===== src/rtl/hazard_scoreboard_unit.sv =====
// Pipeline hazard controller beside the ID/EX registers: load-use and mul/div
// interlocks, multi-cycle front-end flush on EX redirects, and a stall counter.
module hazard_scoreboard_unit #(
    parameter int REG_AW       = 5,
    parameter int LOAD_LAT     = 1,
    parameter int MD_LAT       = 4,
    parameter int FLUSH_CYCLES = 1,
    parameter int PERF_W       = 32
) (
    input  logic              clk,
    input  logic              rst_n,
    input  logic              ex_mem_to_reg,
    input  logic [REG_AW-1:0] ex_rt,
    input  logic [REG_AW-1:0] id_rs,
    input  logic [REG_AW-1:0] id_rt,
    input  logic              id_uses_rs,
    input  logic              id_uses_rt,
    input  logic              id_mem_write,
    input  logic              id_md_start,
    input  logic              md_start,
    input  logic [REG_AW-1:0] md_dst,
    input  logic              ex_jump,
    input  logic              ex_branch,
    input  logic              ex_cond,
    output logic              stall,
    output logic              flush,
    output logic              md_busy,
    output logic [PERF_W-1:0] stall_cnt
);

    localparam int MD_CW = 4;
    localparam int FL_CW = 2;
    localparam logic [MD_CW-1:0] MD_INIT = MD_CW'(MD_LAT);
    localparam logic [FL_CW-1:0] FL_INIT = FL_CW'(FLUSH_CYCLES - 1);

    logic [MD_CW-1:0]  md_cnt;
    logic [REG_AW-1:0] md_dst_q;
    logic [FL_CW-1:0]  flush_cnt;

    logic taken;
    logic ex_hazard;
    logic chain_hazard;
    logic md_hazard;
    logic any_hazard;

    always_comb begin
        taken   = ex_jump || (ex_branch && ex_cond);
        flush   = taken || (flush_cnt != '0);
        md_busy = (md_cnt != '0);
    end

    // Store data (rt) behind a load is forwarded at MEM, so it never stalls here.
    always_comb begin
        ex_hazard = ex_mem_to_reg && (ex_rt != '0) &&
                    ((id_uses_rs && (ex_rt == id_rs)) ||
                     (id_uses_rt && (ex_rt == id_rt) && !id_mem_write));
    end

    // Loads whose data arrives after EX are remembered for LOAD_LAT-1 cycles.
    generate
        if (LOAD_LAT > 1) begin : g_chain
            localparam int DEPTH = LOAD_LAT - 1;

            logic [DEPTH-1:0]  pend_valid;
            logic [REG_AW-1:0] pend_reg [DEPTH];

            always_ff @(posedge clk or negedge rst_n) begin
                if (!rst_n) begin
                    pend_valid <= '0;
                    for (int i = 0; i < DEPTH; i++) begin
                        pend_reg[i] <= '0;
                    end
                end else begin
                    pend_valid[0] <= ex_mem_to_reg && (ex_rt != '0) && !flush;
                    pend_reg[0]   <= ex_rt;
                    for (int i = 1; i < DEPTH; i++) begin
                        pend_valid[i] <= pend_valid[i-1];
                        pend_reg[i]   <= pend_reg[i-1];
                    end
                end
            end

            always_comb begin
                chain_hazard = 1'b0;
                for (int i = 0; i < DEPTH; i++) begin
                    if (pend_valid[i] &&
                        ((id_uses_rs && (pend_reg[i] == id_rs)) ||
                         (id_uses_rt && (pend_reg[i] == id_rt)))) begin
                        chain_hazard = 1'b1;
                    end
                end
            end
        end else begin : g_no_chain
            assign chain_hazard = 1'b0;
        end
    endgenerate

    always_ff @(posedge clk or negedge rst_n) begin
        if (!rst_n) begin
            md_cnt   <= '0;
            md_dst_q <= '0;
        end else if (md_start && (md_cnt == '0)) begin
            md_cnt   <= MD_INIT;
            md_dst_q <= md_dst;
        end else if (md_cnt != '0) begin
            md_cnt <= md_cnt - 1'b1;
        end
    end

    always_comb begin
        md_hazard = (md_busy && (md_dst_q != '0) &&
                     ((id_uses_rs && (md_dst_q == id_rs)) ||
                      (id_uses_rt && (md_dst_q == id_rt)))) ||
                    (id_md_start && md_busy);
        any_hazard = ex_hazard || chain_hazard || md_hazard;
        stall      = any_hazard && !flush;
    end

    // A redirect arriving while the counter runs sits in an already-killed slot.
    always_ff @(posedge clk or negedge rst_n) begin
        if (!rst_n) begin
            flush_cnt <= '0;
        end else if (taken && (flush_cnt == '0)) begin
            flush_cnt <= FL_INIT;
        end else if (flush_cnt != '0) begin
            flush_cnt <= flush_cnt - 1'b1;
        end
    end

    always_ff @(posedge clk or negedge rst_n) begin
        if (!rst_n) begin
            stall_cnt <= '0;
        end else if (stall && (stall_cnt != '1)) begin
            stall_cnt <= stall_cnt + PERF_W'(1);
        end
    end

endmodule


===== config.mk =====
export PLATFORM = sky130hd
export DESIGN_NAME = hazard_scoreboard_unit
export DESIGN_NICKNAME = d
export VERILOG_FILES = /design/src/rtl/hazard_scoreboard_unit.sv
export SDC_FILE = /design/constraint.sdc
export NUM_CORES = 1
export LEC_CHECK = 0
export CAP_MARGIN = 25
export CORE_MARGIN = 4
export CORE_UTILIZATION = 50
export DETAILED_ROUTE_END_ITERATION = 10
export PLACE_DENSITY_LB_ADDON = 0.25
export SYNTH_ARGS = -nofsm -noshare
export SYNTH_HDL_FRONTEND = slang
export SYNTH_SLANG_ARGS = --single-unit

===== constraint.sdc =====
create_clock -name clk -period 4.1 [get_ports clk]
set_clock_uncertainty 0.15 [all_clocks]
set_input_delay 0.82 -clock clk [delete_from_list [all_inputs] [get_ports clk]]
set_output_delay 0.82 -clock clk [all_outputs]
set_load 0.02 [all_outputs]

**Word-level counts from Yosys, hierarchy flattened**

Cells that the tools add are included.
Widths: inputs -> output; s select.

- Add/subtract/negate cells: 3
- Reductions and logical operators: 31
- Multiplexer cells: 4
- Eq/ne operators: 5

Operators with widths:

| operator | number |
|---|---|
| $add 32x1->32 const B | 1 |
| $ne 32x32->1 const B | 1 |
| $eq 5x5->1 | 4 |
| $logic_and 1x1->1 | 15 |
| $reduce_bool 5->1 | 2 |
| $mux 4 | 2 |
| $logic_or 1x1->1 | 6 |
| $reduce_bool 2->1 | 3 |
| $logic_not 4->1 | 1 |
| $mux 2 | 2 |
| $reduce_bool 4->1 | 1 |
| $sub 4x1->4 const B | 1 |
| $logic_not 1->1 | 2 |
| $logic_not 2->1 | 1 |
| $sub 2x1->2 const B | 1 |

- Output and inout port bits: 35
- Flip-flop bits (word level): 43
- Logic and storage cells: 47
- Bits of input ports: 31

**Logic depth before layout (Yosys ltp)**

Gate-level depths: netlist (run 1).

- Depth after elaboration: 8
- Gate-level depth with buffers: 10
- Depth with buffers taken out: 8

**Worst setup path before layout (run 1)**

Ideal clock, no wire load.

- Kind: input -> output
- Start point: input port ex_branch
- End point: output port stall
- Cell stages on the path: 3
- Slack: 1.115 ns
- Arrival: 2.015 ns
- Path through: a2111oi_0 inv_1 nor2_1

- Word-level cells in the longest chain between the ends: 5

RTL lines:

| item | RTL line | text |
|---|---|---|
| start: declaration | 23 | `input logic ex_branch,` |
| $logic_and 1x1->1 | 47 | `taken = ex_jump \|\| (ex_branch && ex_cond);` |
| $logic_or 1x1->1 | 47 |  |
| $logic_or 1x1->1 | 48 | `flush = taken \|\| (flush_cnt != '0);` |
| net flush | 26 | `output logic flush,` |
| $logic_not 1->1 | 116 | `stall = any_hazard && !flush;` |
| $logic_and 1x1->1 | 116 |  |
| end: declaration | 25 | `output logic stall,` |

The timed path passes the listed nets, and every way through them passes these cells.

**Worst setup path after layout (run 1)**

- Start point: input port ex_rt[3]
- End point: output port stall

- Word-level cells in the longest chain between the ends: 7
- Elaborated cells between the ends (all ways): 11
- Those cells by class: eq/ne: 2; reduce/logical: 9

RTL lines:

| item | RTL line | text |
|---|---|---|
| start: declaration | 13 | `input logic [REG_AW-1:0] ex_rt,` |
| $eq 5x5->1 | 56 | `(id_uses_rt && (ex_rt == id_rt) && !id_mem_write));` |
| $logic_and 1x1->1 (2 in series) | 56 |  |
| $logic_or 1x1->1 | 55 | `((id_uses_rs && (ex_rt == id_rs)) \|\|` |
| $logic_and 1x1->1 * | 54 | `ex_hazard = ex_mem_to_reg && (ex_rt != '0) &&` |
| $logic_or 1x1->1 * | 115 | `any_hazard = ex_hazard \|\| chain_hazard \|\| md_hazard;` |
| $logic_and 1x1->1 * | 116 |  |

Every way passes the cells marked *; elsewhere a longest branch is shown, timed or not.

==> qor.csv, run 1 <==
stage;metric;value;unit
status;status;complete, no violations;
route;drt-total-wl;5030;um
route;viasPerCell;5.41;
flow_run;maxCapViolations;0;
logic_synthesis;synth_mux_area_share;3.45;%
logic_synthesis;yosys.area_share.simple;21.8;%
setup_path;cp_slowest_cell;clkdlybuf4s50_1;
grt;grt_max_degree;44;
timing;rsz0062_at_grt;no;
timing;fin_crit_sh;94.7;%
layout;mostFrequentLayoutCells;clkdlybuf4s50_1 (64), dfrtp_1 (43), xor2_1 (34), xnor2_1 (17), nor3_1 (17);
timing;worstMarginPinSlew;0.913;ns
setup_path;worst-path-buf-inv;2;
clock_tree;cts_hold_buffers;0;
setup_path;crit_arrival;2.91;ns
place;io_buffer_count;65;
route;wl_met3;298;um
setup_path;worst_setup_path_end_kind;output pin;
logic_synthesis;synth_seq_cells;43;
logic_synthesis;synthDominantCellAreaShare;47.0;%
setup_path;critical_path.top_delay_family;buffers and inverters;
timing;max_slew_margin;39.2;%
floorplanning;dieArea;5720;sq um
clock_tree;clk_pin_slew;0.08;ns
power;power.density;404;nW/um^2
logic_synthesis;synthAdderAreaFrac;1.64;%
place;dp_hpwl;3760;um
grt;first_global_vias;1792;
setup_path;cp-start-kind;input port;
logic_synthesis;yosysSeqAreaShare;47.0;%
logic_synthesis;synthXorXnorAreaFrac;19.5;%
logic_synthesis;synth_flop_cell;dfrtp_1;
timing;finalSetupViolations;0;
clock_tree;cts_resized;0;
grt;grt_pass1_wl;8140;um
layout;fill_cells;345;
route;wl_per_cell;14.5;um
place;place_congestion;0.812;
floorplanning;fp-row-count;24;
setup_path;path_cells;clkdlybuf4s50_1, xor2_1, nor4_1, nand4b_1, a21oi_1, nor2_1, nor2_1, clkdlybuf4s50_1;
setup_path;crit_type;input port to output pin;
route;highest_layer;met4;
timing;fmax;258;MHz
clock_tree;cts-root-buf;clkbuf_8;
logic_synthesis;yosys.area.top_type;dfrtp_1;
layout;final_common_cell;clkdlybuf4s50_1;
timing;tns;0;ns
setup_path;worstPathRequired;3.13;ns
layout;drive_gt1_share;8.47;%
logic_synthesis;syn-num-nets;256;
clock_tree;cts_buffer_depth;2;
logic_synthesis;async_flop_share;100;%
route;num_vias;1877;
route;antenna_left;0;
logic_synthesis;ys_types;34;
logic_synthesis;synth_edf_count;0;
timing;fin_crit;3.88;ns
clock_tree;clock_sinks;43;
logic_synthesis;synth_area_leaders;dfrtp_1 (47%), xor2_1 (13%), xnor2_1 (6.5%);
worst_hold_path;hp-class;flip-flop to flip-flop;
route;dr.pass1.iters;4;
logic_synthesis;synth_cells;222;
floorplanning;floorplan.initialDensity;52.2;%
layout;seq_area;1080;sq um
logic_synthesis;synth_top_family_by_area;simple AND/OR/NAND/NOR gates;
clock_tree;post_cts_buffers;0;
power;p_total;1.25;mW
setup_path;crit_fanout;3;
clock_tree;h-tree-depth;2;
timing;finalHoldViolCount;0;
floorplanning;die_h;75.6;um
clock_tree;insertion_delay;0.30;ns
route;wl_met1;2300;um
logic_synthesis;synth-compound-area-share;3.88;%
power;power.leakage;1.39;nW
layout;multi_input_area;1150;sq um
layout;antenna_cells;0;
layout;area_growth;35.4;%
floorplanning;fp.dieW;75.6;um
clock_tree;numCtsBuffers;5;
timing;hold_ws;0.300;ns
logic_synthesis;yosysWarnings;0;
clock_tree;cts_tree;done;
timing;slew_viol_final;0;
route;wl_met2;2330;um
power;ir_drop;0.299;mV
route;first_iter_violations;78;
layout;utilization;70.7;%
floorplanning;core;4380;sq um
grt;grt_usage;18.7;%
floorplanning;ioPinCount;66;
layout;final_nets;328;
route;drcViolationCount;0;
grt;antenna_found_initial;0;
setup_path;slowest_delay;0.60;ns
logic_synthesis;synth_area;2290;sq um
grt;grt-ovfl-total;0;
logic_synthesis;syn_avg_cell_area;10.3;sq um
## layer usage
layer | track usage (%) | up-vias
li1 | - | 918
met1 | 25.8 | 896
met2 | 28.6 | 52
met3 | 4.35 | 11
met4 | 7.57 | 0
met5 | 0 | -
## report_power, final
part / total [mW] / leakage, nW / internal [mW] / switching, mW
Sequential: 0.568 / 0.565 / 0.494 / 0.0743
Combinational: 0.387 / 0.775 / 0.207 / 0.180
Clock: 0.296 / 0.0505 / 0.153 / 0.143
## synthesized netlist by cell type (5+ instances only)
cell	instances
dfrtp_1	43
nand2_1	16
nor4_1	5
xor2_1	34
nor3_1	17
inv_1	7
mux2_2	7
and3_1	5
xnor2_1	17
nor2_1	16
nand3_1	12
nand4_1	7
## logic make-up after synthesis
family,Yosys count
AOI/OAI and AO/OA,12
xor gates and xnor gates,51
adders and majority gates,3
buffers and inverters,11
DFF,43
muxes,7
and+or+nand+nor,95
## sequential cells by signal, summed over array words and instances (netlist names)
| name | flops |
|---|---|
| stall_cnt | 32 |
| md_dst_q | 5 |
| md_cnt | 4 |
| flush_cnt | 2 |
## through the flow
| stage | area, sq um | setup WS [ns] | std cells |
|---|---|---|---|
| after floorplan | 2290 | 1.11 | 222 |
| after global placement | 2990 | 0.274 | 339 |
| after detailed placement | 2990 | 0.190 | 339 |
| after CTS | 3100 | 0.183 | 347 |
| after global routing | 3100 | 0.0581 | 347 |
| final | 3100 | 0.218 | 347 |
## area by class of cell
class | instances | share of cell area [%]
well taps | 52 | 2.10
flip-flops and latches | 43 | 34.7
repair buffers | 69 | 21.8
clock inverters | 1 | 0.242
multi-input cells | 168 | 37.2
clock buffers | 7 | 3.11
inverters | 7 | 0.848
## final timing paths
| check | from | end | slack, ns | cells past startpoint |
|---|---|---|---|---|
| worst max-delay path | ex_rt[3] | stall | 0.22 | 8 |
| worst min-delay path | flush_cnt[0] | flush_cnt[0] | 0.30 | 1 |
| worst max register to register | stall_cnt[0] | stall_cnt[1] | 1.21 | 9 |
| min in group asynchronous | rst_n | flush_cnt[0] | 0.50 | 1 |
| max in group asynchronous | rst_n | md_dst_q[0] | 2.73 | 1 |
| worst min register to register | flush_cnt[0] | flush_cnt[0] | 0.30 | 1 |
Power figures use the tool's default switching activity.
==> run 2: changes to the inputs <==
CAP_MARGIN = 10   (was 25)
PLACE_DENSITY = 0.82   (was not set)
PLACE_DENSITY_LB_ADDON = not set   (was 0.25)
==> run 2 against run 1 <==
Effect of this change: largest cell class unchanged; flip-flop and latch count stayed put; cell count down 0.29%; combinational power grew 2%; highest routed layer unchanged; via count about the same.
==> qor.csv, run 2 (synthesis gave the netlist of run 1 again) <==
stage;metric;value;unit;change
layout;top_regs;stall_cnt (32), md_dst_q (5), md_cnt (4);;
place;io_buffer_count;65;;unchanged
clock_tree;h-tree-depth;2;;unchanged
clock_tree;clock_sinks;43;;unchanged
timing;fin_crit;3.65;ns;-0.233 ns
floorplanning;ioPinCount;66;;unchanged
layout;antenna_cells;0;;unchanged
layout;mostFrequentLayoutCells;clkdlybuf4s50_1 (63), dfrtp_1 (43), xor2_1 (34), xnor2_1 (17), nor3_1 (17);;
setup_path;cp-start-kind;input port;;
timing;hold_ws;0.311;ns;+0.0112 ns
route;drcViolationCount;0;;unchanged
grt;grt_pass1_wl;8560;um;+5.2%
route;first_iter_violations;47;;-40%
timing;rsz0062_at_grt;no;;
grt;antenna_found_initial;0;;unchanged
floorplanning;core;4380;sq um;unchanged
clock_tree;cts_tree;done;;
route;wl_per_cell;15.3;um;+5.9%
layout;largest_register_ffs;32;;unchanged
power;power.density;396;nW/um^2;-2.0%
status;status;complete, no violations;;
setup_path;worst_setup_path_end_kind;output pin;;
timing;max_slew_margin;37.6;%;-1.6 points
route;antenna_left;0;;unchanged
power;ir_drop;0.236;mV;-21%
clock_tree;post_cts_buffers;0;;unchanged
flow_run;maxCapViolations;0;;unchanged
layout;utilization;70.5;%;-0.14 points
setup_path;crit_type;input port to output pin;;
timing;finalSetupViolations;0;;unchanged
power;power.leakage;1.39;nW;+0.13%
route;dr.pass1.iters;4;;unchanged
setup_path;worstPathRequired;3.13;ns;about the same
setup_path;crit_arrival;2.68;ns;-0.23 ns
clock_tree;cts_hold_buffers;0;;unchanged
grt;grt_max_degree;44;;unchanged
layout;drive_gt1_share;8.50;%;+0.029 points
grt;grt_usage;19.8;%;+1.1 points
layout;final_common_cell;clkdlybuf4s50_1;;
clock_tree;numCtsBuffers;5;;unchanged
clock_tree;cts-root-buf;clkbuf_8;;
floorplanning;floorplan.initialDensity;52.2;%;unchanged
timing;fin_crit_sh;89.0;%;-5.7 points
clock_tree;cts_buffer_depth;2;;unchanged
clock_tree;insertion_delay;0.30;ns;about the same
floorplanning;fp.dieW;75.6;um;unchanged
floorplanning;fp-row-count;24;;unchanged
route;viasPerCell;5.43;;+0.34%
grt;grt-ovfl-total;0;;unchanged
route;num_vias;1878;;+0.053%
setup_path;crit_fanout;4;;+1
clock_tree;clk_pin_slew;0.07;ns;about the same
layout;final_nets;327;;-0.30%
worst_hold_path;hp-class;flip-flop to flip-flop;;
timing;finalHoldViolCount;0;;unchanged
layout;area_growth;35.2;%;
timing;fmax;274;MHz;+6.4%
timing;slew_viol_final;0;;unchanged
floorplanning;dieArea;5720;sq um;unchanged
floorplanning;die_h;75.6;um;unchanged
layout;regMostFlops;stall_cnt;;
place;place_congestion;0.851;;+4.9%
timing;worstMarginPinSlew;0.936;ns;+0.0233 ns
place;dp_hpwl;3960;um;+5.2%
grt;first_global_vias;1858;;+3.7%
route;drt-total-wl;5310;um;+5.5%
[run 2: final timing paths]
kind	from	to	slack, ns	cells after the start
worst min register to register	flush_cnt[0]	flush_cnt[0]	0.31	1
min in group asynchronous	rst_n	stall_cnt[18]	0.51	1
worst min-delay path	flush_cnt[0]	flush_cnt[0]	0.31	1
worst max register to register	stall_cnt[0]	stall_cnt[1]	1.24	8
worst max-delay path	ex_rt[1]	stall	0.45	7
max in group asynchronous	rst_n	md_cnt[3]	2.70	1
[run 2: worst max-delay path, cell delays in order]
cell	delay [ns]
clkdlybuf4s50_1	0.47
or4_1	0.54
o21ai_0	0.32
a21oi_4	0.08
nor2_1	0.19
nor2_1	0.05
dlymetal6s2s_1	0.20
[run 2: power by group]
group	total (mW)	internal [mW]	switching, mW
clock	0.263	0.119	0.144
sequential	0.567	0.494	0.0732
combinational	0.393	0.209	0.184
total	1.22	0.822	0.402
[run 2: through the flow]
step                setup slack, ns  setup TNS (ns)  power (mW)  cells  instance area [sq um]
finish                        0.451               0        1.22    346                   3090
global route                  0.365               0        1.30    346                   3090
CTS                          0.0442               0        1.24    346                   3080
detailed placement          -0.0962         -0.0962       0.970    338                   2990
global placement            0.00635               0       0.955    338                   2990
floorplan                      1.11               0       0.816    222                   2290
[run 2: final cells by class]
cell class / instances / area [sq um]
timing repair buffer: 68 / 671
inverter: 7 / 26.3
clock buffer: 6 / 72.6
clock inverter: 2 / 12.5
fill: 350 / 1290
tap: 52 / 65.1
sequential: 43 / 1080
multi-input combinational: 168 / 1170
[run 2: metal layers]
metal / global-route usage, % / wire [um] / vias up / part of all wire [%]
li1: - / - / 913 / -
met1: 25.8 / 2410 / 901 / 45
met2: 31.7 / 2440 / 55 / 46
met3: 5.41 / 357 / 9 / 6.7
met4: 6.99 / 99 / 0 / 1.9
met5: 0 / 0 / - / 0
[run 2: what timing repair did]
| item | in CTS | in global routing |
|---|---|---|
| cloned | 0 | 0 |
| pin swaps | 1 | 0 |
| endpoints found under the setup margin | 1 | 1 |
| endpoints found under the hold margin | 0 | 0 |
| resized for setup | 2 | 2 |
